`src/rtl/ex_stage_core.sv`:
```
// RV32I decode, execute and EX/MEM pipeline register.
// Decodes instr_i, forms the ALU result or branch/jump target, resolves the
// branch decision and registers everything the MEM/WB stages consume.
module ex_stage_core (
    input  logic        clk_i,
    input  logic        rst_ni,
    input  logic        enable_i,
    input  logic        flush_i,
    input  logic [31:0] instr_i,
    input  logic [31:0] pc_i,
    input  logic [31:0] rs1_data_i,
    input  logic [31:0] rs2_data_i,
    output logic [4:0]  rs1_addr_o,
    output logic [4:0]  rs2_addr_o,
    output logic [31:0] alu_data_o,
    output logic        br_sel_o,
    output logic [31:0] pc_four_o,
    output logic [31:0] st_data_o,
    output logic [3:0]  ld_op_o,
    output logic        mem_wren_o,
    output logic        is_load_o,
    output logic        jump_o,
    output logic [4:0]  rd_addr_o,
    output logic        rd_wren_o
);

    localparam int unsigned XLEN = 32;

    localparam logic [6:0] OPC_LUI    = 7'b0110111;
    localparam logic [6:0] OPC_AUIPC  = 7'b0010111;
    localparam logic [6:0] OPC_JAL    = 7'b1101111;
    localparam logic [6:0] OPC_JALR   = 7'b1100111;
    localparam logic [6:0] OPC_BRANCH = 7'b1100011;
    localparam logic [6:0] OPC_LOAD   = 7'b0000011;
    localparam logic [6:0] OPC_STORE  = 7'b0100011;
    localparam logic [6:0] OPC_IMM    = 7'b0010011;
    localparam logic [6:0] OPC_REG    = 7'b0110011;

    // ALU op encoding is {alternate bit, funct3} so OP/OP-IMM map directly
    typedef enum logic [3:0] {
        ALU_ADD  = 4'b0000,
        ALU_SLL  = 4'b0001,
        ALU_SLT  = 4'b0010,
        ALU_SLTU = 4'b0011,
        ALU_XOR  = 4'b0100,
        ALU_SRL  = 4'b0101,
        ALU_OR   = 4'b0110,
        ALU_AND  = 4'b0111,
        ALU_SUB  = 4'b1000,
        ALU_SRA  = 4'b1101
    } alu_op_e;

    logic [6:0]      opcode;
    logic [2:0]      funct3;
    logic [4:0]      rd;
    logic [XLEN-1:0] imm_i, imm_s, imm_b, imm_u, imm_j;

    assign opcode     = instr_i[6:0];
    assign funct3     = instr_i[14:12];
    assign rd         = instr_i[11:7];
    assign rs1_addr_o = instr_i[19:15];
    assign rs2_addr_o = instr_i[24:20];

    assign imm_i = {{20{instr_i[31]}}, instr_i[31:20]};
    assign imm_s = {{20{instr_i[31]}}, instr_i[31:25], instr_i[11:7]};
    assign imm_b = {{19{instr_i[31]}}, instr_i[31], instr_i[7], instr_i[30:25],
                    instr_i[11:8], 1'b0};
    assign imm_u = {instr_i[31:12], 12'b0};
    assign imm_j = {{11{instr_i[31]}}, instr_i[31], instr_i[19:12], instr_i[20],
                    instr_i[30:21], 1'b0};

    logic            legal;
    logic            sel_pc_a;
    logic            sel_rs2_b;
    logic            is_lui;
    logic            is_jalr;
    logic            is_branch;
    logic            is_load;
    logic            is_store;
    logic            is_jump;
    logic            wr_rd;
    logic            alt_op;
    logic [3:0]      ld_op;
    logic [XLEN-1:0] imm;
    alu_op_e         alu_op;

    // Instruction decode: operand muxing, immediate choice and control fields
    always_comb begin
        legal     = 1'b0;
        sel_pc_a  = 1'b0;
        sel_rs2_b = 1'b0;
        is_lui    = 1'b0;
        is_jalr   = 1'b0;
        is_branch = 1'b0;
        is_load   = 1'b0;
        is_store  = 1'b0;
        is_jump   = 1'b0;
        wr_rd     = 1'b0;
        alt_op    = 1'b0;
        ld_op     = 4'b0000;
        imm       = imm_i;
        alu_op    = ALU_ADD;
        unique case (opcode)
            OPC_LUI: begin
                legal  = 1'b1;
                imm    = imm_u;
                is_lui = 1'b1;
                wr_rd  = 1'b1;
            end
            OPC_AUIPC: begin
                legal    = 1'b1;
                sel_pc_a = 1'b1;
                imm      = imm_u;
                wr_rd    = 1'b1;
            end
            OPC_JAL: begin
                legal    = 1'b1;
                sel_pc_a = 1'b1;
                imm      = imm_j;
                is_jump  = 1'b1;
                wr_rd    = 1'b1;
            end
            OPC_JALR: begin
                legal   = 1'b1;
                is_jalr = 1'b1;
                is_jump = 1'b1;
                wr_rd   = 1'b1;
            end
            OPC_BRANCH: begin
                legal     = (funct3 != 3'b010) && (funct3 != 3'b011);
                sel_pc_a  = 1'b1;
                imm       = imm_b;
                is_branch = 1'b1;
            end
            OPC_LOAD: begin
                is_load = 1'b1;
                wr_rd   = 1'b1;
                case (funct3)
                    3'b000:  begin legal = 1'b1; ld_op = 4'b1001; end
                    3'b001:  begin legal = 1'b1; ld_op = 4'b1011; end
                    3'b010:  begin legal = 1'b1; ld_op = 4'b1111; end
                    3'b100:  begin legal = 1'b1; ld_op = 4'b0001; end
                    3'b101:  begin legal = 1'b1; ld_op = 4'b0011; end
                    default: legal = 1'b0;
                endcase
            end
            OPC_STORE: begin
                imm      = imm_s;
                is_store = 1'b1;
                case (funct3)
                    3'b000:  begin legal = 1'b1; ld_op = 4'b0001; end
                    3'b001:  begin legal = 1'b1; ld_op = 4'b0011; end
                    3'b010:  begin legal = 1'b1; ld_op = 4'b0111; end
                    default: legal = 1'b0;
                endcase
            end
            OPC_IMM: begin
                legal  = 1'b1;
                wr_rd  = 1'b1;
                // Only SRAI uses instr[30]; for ADDI it is an immediate bit
                alt_op = (funct3 == 3'b101) && instr_i[30];
                alu_op = alu_op_e'({alt_op, funct3});
            end
            OPC_REG: begin
                legal     = 1'b1;
                sel_rs2_b = 1'b1;
                wr_rd     = 1'b1;
                alt_op    = ((funct3 == 3'b000) || (funct3 == 3'b101)) && instr_i[30];
                alu_op    = alu_op_e'({alt_op, funct3});
            end
            default: legal = 1'b0;
        endcase
    end

    logic [XLEN-1:0] op_a, op_b, alu_res;
    logic [4:0]      shamt;

    assign op_a  = sel_pc_a ? pc_i : rs1_data_i;
    assign op_b  = sel_rs2_b ? rs2_data_i : imm;
    assign shamt = op_b[4:0];

    // 32-bit ALU with wrap-around arithmetic
    always_comb begin
        alu_res = op_a + op_b;
        unique case (alu_op)
            ALU_ADD:  alu_res = op_a + op_b;
            ALU_SUB:  alu_res = op_a - op_b;
            ALU_SLL:  alu_res = op_a << shamt;
            ALU_SLT:  alu_res = {31'b0, $signed(op_a) < $signed(op_b)};
            ALU_SLTU: alu_res = {31'b0, op_a < op_b};
            ALU_XOR:  alu_res = op_a ^ op_b;
            ALU_SRL:  alu_res = op_a >> shamt;
            ALU_SRA:  alu_res = XLEN'($signed(op_a) >>> shamt);
            ALU_OR:   alu_res = op_a | op_b;
            ALU_AND:  alu_res = op_a & op_b;
            default:  alu_res = op_a + op_b;
        endcase
    end

    logic br_eq, br_lt, br_ltu, br_taken;

    assign br_eq  = rs1_data_i == rs2_data_i;
    assign br_lt  = $signed(rs1_data_i) < $signed(rs2_data_i);
    assign br_ltu = rs1_data_i < rs2_data_i;

    // Branch condition from the raw register operands
    always_comb begin
        br_taken = 1'b0;
        case (funct3)
            3'b000:  br_taken = br_eq;
            3'b001:  br_taken = !br_eq;
            3'b100:  br_taken = br_lt;
            3'b101:  br_taken = !br_lt;
            3'b110:  br_taken = br_ltu;
            3'b111:  br_taken = !br_ltu;
            default: br_taken = 1'b0;
        endcase
    end

    logic [XLEN-1:0] alu_data_d, pc_four_d, st_data_d;
    logic [3:0]      ld_op_d;
    logic            br_sel_d, mem_wren_d, is_load_d, jump_d, rd_wren_d;
    logic [4:0]      rd_addr_d;

    // Next-state values for the pipeline register; illegal decodes become NOPs
    always_comb begin
        alu_data_d = '0;
        if (legal) begin
            if (is_lui) begin
                alu_data_d = imm;
            end else if (is_jalr) begin
                alu_data_d = {alu_res[XLEN-1:1], 1'b0};
            end else begin
                alu_data_d = alu_res;
            end
        end
        br_sel_d   = legal && (is_jump || (is_branch && br_taken));
        ld_op_d    = legal ? ld_op : 4'b0000;
        mem_wren_d = legal && is_store;
        is_load_d  = legal && is_load;
        jump_d     = legal && is_jump;
        rd_wren_d  = legal && wr_rd && (rd != 5'd0);
        rd_addr_d  = rd;
        pc_four_d  = pc_i + XLEN'(4);
        st_data_d  = rs2_data_i;
    end

    logic [XLEN-1:0] alu_data_q, pc_four_q, st_data_q;
    logic [3:0]      ld_op_q;
    logic            br_sel_q, mem_wren_q, is_load_q, jump_q, rd_wren_q;
    logic [4:0]      rd_addr_q;

    // EX/MEM register: reset and flush clear, enable captures, otherwise hold
    always_ff @(posedge clk_i) begin
        if (!rst_ni || flush_i) begin
            alu_data_q <= '0;
            br_sel_q   <= 1'b0;
            pc_four_q  <= '0;
            st_data_q  <= '0;
            ld_op_q    <= '0;
            mem_wren_q <= 1'b0;
            is_load_q  <= 1'b0;
            jump_q     <= 1'b0;
            rd_addr_q  <= '0;
            rd_wren_q  <= 1'b0;
        end else if (enable_i) begin
            alu_data_q <= alu_data_d;
            br_sel_q   <= br_sel_d;
            pc_four_q  <= pc_four_d;
            st_data_q  <= st_data_d;
            ld_op_q    <= ld_op_d;
            mem_wren_q <= mem_wren_d;
            is_load_q  <= is_load_d;
            jump_q     <= jump_d;
            rd_addr_q  <= rd_addr_d;
            rd_wren_q  <= rd_wren_d;
        end
    end

    assign alu_data_o = alu_data_q;
    assign br_sel_o   = br_sel_q;
    assign pc_four_o  = pc_four_q;
    assign st_data_o  = st_data_q;
    assign ld_op_o    = ld_op_q;
    assign mem_wren_o = mem_wren_q;
    assign is_load_o  = is_load_q;
    assign jump_o     = jump_q;
    assign rd_addr_o  = rd_addr_q;
    assign rd_wren_o  = rd_wren_q;

endmodule

```
`config.mk`:
```
export PLATFORM = sky130hd
export DESIGN_NAME = ex_stage_core
export DESIGN_NICKNAME = d
export VERILOG_FILES = /design/src/rtl/ex_stage_core.sv
export SDC_FILE = /design/constraint.sdc
export NUM_CORES = 1
export LEC_CHECK = 0
export ABC_AREA = 1
export BUFFER_PORTS_ARGS = -buffer_cell sky130_fd_sc_hd__buf_2
export CAP_MARGIN = 20
export CORE_UTILIZATION = 40
export DETAILED_ROUTE_END_ITERATION = 16
export SYNTH_ARGS = -nofsm -noshare
export SYNTH_HDL_FRONTEND = slang
export SYNTH_SLANG_ARGS = --single-unit
```
`constraint.sdc`:
```
create_clock -name clk_i -period 3.9 [get_ports clk_i]
set_input_delay 0.195 -clock clk_i [delete_from_list [all_inputs] [get_ports clk_i]]
set_output_delay 0.195 -clock clk_i [all_outputs]
set_load 0.05 [all_outputs]
```
==> out/summary.txt, run 1 <==
Status: complete, no violations
Worst setup EP type: flip-flop
Gr usage total: 46.7%
Worst hold slack: 0.0803 ns
Achievable frequency: 0.260 GHz
Multi-input gate area: 0.0124 mm^2
Core footprint: 0.0411 mm^2
Sequential-to-total area share from yosys stat: 13.1%
DRC: 0
Die area: 0.0428 mm^2
Post-DP HPWL: 83.8 mm
Drt total wl: 101 mm
Post-Syn Area per Cell: 5.55 um^2
Max Buffers Root-to-Sink: 2
Most frequent cells in the layout: nand2_1 (769), buf_4 (405), inv_1 (389)
CP max FO: 11
Placer's final routability congestion estimate: 1.16
WL per Instance: 24.8 um
P_leak: 11.6 nW
Clock transition at the registers of the reported paths: 0.09 ns
Vias in the first global route: 22400
Starting DRC count in detailed routing: 3274
Layout area overhead: 28.6%
DR pass1 iterations: 7
Fill count: 4410
Critical Path RT: 4.16 ns
I/O pin total: 252
Max capacitance violation total: 0
Mapped cell area: 0.0168 mm^2
Post-Route Skew: 0 ns
CP startpoint kind: input pin
CTS Root Buffer Type: clkbuf_16
Hold Crit Class: in -> reg
Number of synthesized flops with an enable pin: 0
Yosys cell types: 59
Num CTS Buffers: 9
Die W: 207 um
Post-CTS Hold Fix Bufs: 0
Post-synthesis register bit count: 110
Slew Viols, Final: 0
Syn Nets: 3288
Cells after synthesis: 3026
Critical Path AT: 4.11 ns
Antenna-violating nets left: 0
Normalized max-slew margin: 37.6%
Synth async-reset ratio: 0%
Crit Path Category: in -> reg
Syn. warnings: 0
Synth area leader: nand2_1
Design Power: 5.22 mW
Minimum clock period: 3.85 ns
IO buf count: 251
Most common cell after layout, fill and taps aside: nand2_1
Final hold viol count: 0
Initial Util: 40.9%
Synth area leaders: nand2_1 (17%), dfxtp_1 (13%), nand3_1 (11%)
CTS tree: built
Initial antenna violation count: 8
Via density: 5.91
Prevailing post-synth register cell: dfxtp_1
Storage cell area: 0.00220 mm^2
Tightest Pin Transition: 0.927 ns
Layout cells sized above 1: 22.7%
Post-Place Cell Area: 0.0211 mm^2
Final Core Density: 52.6%
Vias post-DR: 24200
H-tree Lvls: 3
Yosys top cell area share: 17.3%
Setup Viol. Count Final: 0
Worst R2R Setup Slack: 3.03 ns
Global-route wire length before repair: 145 mm
Fin crit share: 98.7%
Gr ovfl total: 0
Die Ht: 207 um
Final instance area: 0.0216 mm^2
FP Rows: 74
Final nets: 3810
Largest net degree at the start of global routing: 75
Power density cells: 242 mW/mm^2
Worst-Skew Late Latency: 0.41 ns
Total clock sinks: 110
Maximum vdd drop: 338 uV
## stage by stage
step	cells	setup slack, ns	setup TNS [ns]
after global placement	4065	-0.549	-2.60
after floorplan	3026	0.355	0
after detailed placement	4065	-0.544	-3.14
after global routing	4092	-0.0203	-0.0306
after CTS	4081	0.0953	0
final	4092	0.0524	0
## critical path, stage by stage
cell     delay [ns]
buf_2          0.10
nand2_2        0.14
buf_4          0.16
nor2_8         0.05
nand2_2        0.17
nand3_4        0.23
nand2_1        0.13
o21a_1         0.27
inv_1          0.17
ha_1           0.35
buf_4          0.15
inv_1          0.07
a21oi_1        0.13
inv_1          0.10
a21oi_2        0.19
o21ai_0        0.15
buf_4          0.17
a21oi_2        0.20
nand2_1        0.14
nand2_1        0.10
nand3_1        0.07
nand3_1        0.11
nand3_1        0.16
nand2_1        0.15
nand2_1        0.08
nand3_1        0.08
a21oi_1        0.06
## state kept, by name, indices dropped and copies added, names as in the netlist
name and count:
br_sel_o 1, jump_o 1, is_load_o 1, alu_data_o 32
mem_wren_o 1, st_data_o 32, ld_op_o 4, rd_wren_o 1
rd_addr_o 5, pc_four_o 32
## Yosys cell counts (9+ instances only)
master,instances
dfxtp_1,110
clkbuf_1,74
a21oi_1,257
o21ai_1,41
nand3_1,379
o211ai_1,22
nand4_1,31
nor4_1,12
nand2_1,774
o21a_1,26
nor2_1,245
buf_2,36
buf_4,20
buf_6,15
nor3_1,46
o21ai_2,9
a31oi_1,22
inv_1,391
nand2_2,26
inv_2,17
xor2_1,27
ha_1,128
a211oi_1,13
o21ai_0,197
## repair_timing
item                       4_1_cts  5_1_grt
cloned                           0        1
pin swaps                        0        4
buffers inserted                 0        3
setup endpoints to repair        2       17
gates resized for setup          2       44
## power by group
part / switching, mW / internal [mW]
Combinational: 1.96 / 1.03
Sequential: 0.0175 / 1.15
Clock: 0.586 / 0.477
Total: 2.57 / 2.66
## kinds of logic after synthesis
| kind of cell | after synthesis | synth area share (%) |
|---|---|---|
| simple gates | 1558 | 40.4 |
| compound gates | 635 | 21.2 |
| buf+inv | 563 | 14.0 |
| fa+ha+maj | 130 | 9.77 |
| flops | 110 | 13.1 |
| xor+xnor | 30 | 1.56 |
## area by class of cell
type	count	area share [%]
Antenna cell	7	0.0811
Clock buffer	9	1.04
Clock inverter	7	0.457
Inverter	410	7.14
Multi-Input combinational cell	2354	57.4
Sequential cell	110	10.2
Tap cell	532	3.08
Timing Repair Buffer	663	20.6
## final timing paths
path	cells after the start	start	endpoint
worst min-delay path	2	pc_i[2]	pc_four_o[2]
worst max register to register	2	alu_data_o[9]	alu_data_o[9]
worst min register to register	2	alu_data_o[17]	alu_data_o[17]
worst max-delay path	27	instr_i[1]	alu_data_o[28]
## layer usage
layer  global-route usage, %  wire length, um  vias up
li1                        -                -    11000
met1                    58.7            39400    11100
met2                    68.7            41200     1689
met3                    12.7            12300      373
met4                    32.7             8450        2
met5                    1.50               81        -
Power figures use the tool's default switching activity.
==> inputs of run 2 (changes only) <==
--- a/config.mk
+++ b/config.mk
@@ -5,7 +5,6 @@
 export SDC_FILE = /design/constraint.sdc
 export NUM_CORES = 1
 export LEC_CHECK = 0
-export ABC_AREA = 1
 export BUFFER_PORTS_ARGS = -buffer_cell sky130_fd_sc_hd__buf_2
 export CAP_MARGIN = 20
 export CORE_UTILIZATION = 40
==> run 2 against run 1 <==
Net effect:
- core utilization up 2.7 points
- non-clock buffer count up 93
- final cell count down 16%
- clock skew unchanged
- cell area up 2.6%
- fmax down 0.96%
- via count down 6.2%
- sequential power about the same
- die area down 2.2%
- combinational power up 3%
- sequential cell count unchanged
- critical path depth down 5
- critical path type unchanged
==> out/summary.txt, run 2 <==
Number of synthesized flops with an enable pin: 0
Largest net degree at the start of global routing: 84
Most frequent cells in the layout: buf_4 (494), buf_2 (250), nand2_1 (228)
Die Ht: 205 um
Layout Cells excl Fill: 3454
Clock transition at the registers of the reported paths: 0.09 ns
Die area: 0.0419 mm^2
Tightest Pin Transition: 1.11 ns
Core footprint: 0.0401 mm^2
Setup Viol. Count Final: 0
Layout cells sized above 1: 31.9%
Global-route layer with the greatest usage: met2
Worst setup EP type: flip-flop
Compound-Gate Fraction of Synth Area: 32.2%
Final nets: 3184
RSZ-0062 raised after global routing: true
Post-Synth Simple-Gate Area: 22.7%
Slew Viols, Final: 0
Antenna-violating nets left: 0
Vias post-DR: 22700
Minimum clock period: 3.89 ns
Bufs and invs on worst path: 8
Mapped cell area: 0.0164 mm^2
Max Buffers Root-to-Sink: 2
DR pass1 iterations: 6
Num CTS Buffers: 9
Final instance area: 0.0222 mm^2
Final Core Density: 55.3%
WL per Instance: 29.7 um
Hold Crit Class: in -> reg
CP max FO: 7
GR Util met3: 13.9%
Yosys top cell area share: 13.4%
CTS Root Buffer Type: clkbuf_16
Post-synthesis mux area share: 10.0%
Most common cell after layout, fill and taps aside: buf_4
Prevailing post-synth register cell: dfxtp_1
Most frequent CP cell: buf_4
Normalized max-slew margin: 24.9%
Initial antenna violation count: 3
P_leak: 10.2 nW
CP startpoint kind: input pin
I/O pin total: 252
Critical Path RT: 4.22 ns
Status: complete, no violations
Critical Path AT: 4.20 ns
Fin crit share: 99.6%
Critical path's largest stage delay: 0.44 ns
Adder-cell share of the synthesized area: 9.98%
Placer's final routability congestion estimate: 1.14
Delay-heaviest family, CP: simple AND/OR/NAND/NOR gates
Syn. warnings: 0
FP Rows: 73
Met2 usage: 71.4%
Via density: 6.56
Maximum vdd drop: 198 uV
CP Cell Sequence: buf_2 > nand3b_1 > nor4_4 > buf_4 > buf_4 > buf_4 > o21ai_2 > nand2_2 > buf_4 > ha_1 > or3_4 > nand2_1 > nor4b_4 > a211oi_2 > buf_4 > o211ai_1 > buf_4 > a21boi_1 > buf_4 > nor4b_2 > o21ai_1 > a311oi_1
Synth Area in XOR/XNOR: 3.52%
Fill count: 4058
IO buf count: 251
Vias in the first global route: 21600
Post-synth top cells: nand2_1 (231), nor2_1 (226), a21oi_1 (173), o21ai_0 (167), nand3_1 (135)
Dpl cells: 3425
Yosys cell types: 106
Power density cells: 240 mW/mm^2
Final hold viol count: 0
Drt total wl: 102 mm
Initial Util: 41.0%
Post-Syn Area per Cell: 7.03 um^2
Met1 Use GR: 59.9%
Starting DRC count in detailed routing: 2860
Total clock sinks: 110
Layout area overhead: 34.8%
H-tree Lvls: 3
Achievable frequency: 0.257 GHz
Largest family of logic cells by synthesized area: compound AO/OA/AOI/OAI gates
Most common cell in the netlist: nand2_1
Synth async-reset ratio: 0%
Cells after synthesis: 2338
Post-Place Cell Area: 0.0214 mm^2
Worst-Skew Late Latency: 0.40 ns
Sequential-to-total area share from yosys stat: 13.4%
Global-route wire length before repair: 148 mm
Crit path max-delay cell type: or3_4
DRC: 0
Synth area leaders: dfxtp_1 (13%), ha_1 (9.7%), nand2_1 (5.3%)
Post-DP HPWL: 82.1 mm
Post-CTS Hold Fix Bufs: 0
Syn Nets: 2600
Crit Path Category: in -> reg
Gr usage total: 48.6%
Post-Route Skew: 0 ns
Synth area leader: dfxtp_1
CTS tree: built
Die W: 205 um
Gr ovfl total: 0
Post-synthesis register bit count: 110
Max capacitance violation total: 0
[run 2: changes by cell type after synthesis, sizes merged, moves of 30 or more]
cell / change
nand2: -571
a21oi: -83
xnor2: +38
mux2i: +84
o21ai: -62
o211ai: +38
inv: -276
nand3: -249
clkbuf: +30
nor2: -31
a211oi: +48
[run 2: path summary, 6_finish.rpt]
| path | end | cells after the start | start | slack (ns) |
|---|---|---|---|---|
| max reg2reg | alu_data_o[25] | 8 | alu_data_o[25] | 1.66 |
| min | st_data_o[6] | 3 | rs2_data_i[6] | 0.04 |
| min reg2reg | alu_data_o[6] | 2 | alu_data_o[6] | 0.46 |
| max | alu_data_o[29] | 22 | instr_i[6] | 0.01 |
[run 2: tightest hold or removal path, cell delays in order]
cell and delay, ns:
buf_2 0.09, mux2i_1 0.06, nor2_1 0.07
[run 2: repair_timing]
action	CTS	global route
buffers inserted	3	8
pin swaps	7	19
endpoints found under the setup margin	8	23
gates resized for setup	20	77
[run 2: cell type report]
| type | instances | area, um^2 | area share (%) |
|---|---|---|---|
| diodes | 2 | 5.00 | 0.0226 |
| clock buffers | 10 | 229 | 1.03 |
| clock inverters | 6 | 62.6 | 0.282 |
| inverters | 136 | 510 | 2.30 |
| multi-input cells | 1909 | 13300 | 60.1 |
| flip-flops and latches | 110 | 2200 | 9.93 |
| well taps | 525 | 657 | 2.96 |
| repair buffers | 756 | 5170 | 23.3 |
[run 2: stage by stage]
step / total power, mW / hold slack (ns) / setup slack [ns] / setup TNS [ns]
after floorplan: 2.72 / 0.294 / 0.00129 / 0
after global placement: 4.04 / 0.436 / -0.591 / -7.52
after detailed placement: 4.05 / 0.443 / -0.610 / -8.75
after CTS: 5.12 / 0.0366 / -0.00878 / -0.00878
after global routing: 5.49 / 0.0534 / -0.134 / -0.308
final: 5.31 / 0.0399 / 0.0150 / 0
[run 2: cells by family (layout without fill, tap and decap cells)]
family	after synthesis	in the layout
AO/OA/AOI/OAI	789	789
XOR/XNOR	66	66
adder cells (fa/ha/maj)	130	130
buffers and inverters	319	908
flip-flops	110	110
multiplexers	130	130
other	0	2
AND/OR/NAND/NOR	794	794
[run 2: layer usage]
layer	share of wire [%]	wire length (um)
met5	0.013	13
met3	12	12300
met2	41	42300
met1	38	38900
met4	8.7	8930
[run 2: power breakdown]
part / leakage (nW) / total (mW) / internal, mW / switching [mW]
Clock: 0.143 / 1.05 / 0.455 / 0.594
Sequential: 0.894 / 1.17 / 1.15 / 0.0160
Combinational: 9.18 / 3.09 / 1.20 / 1.89
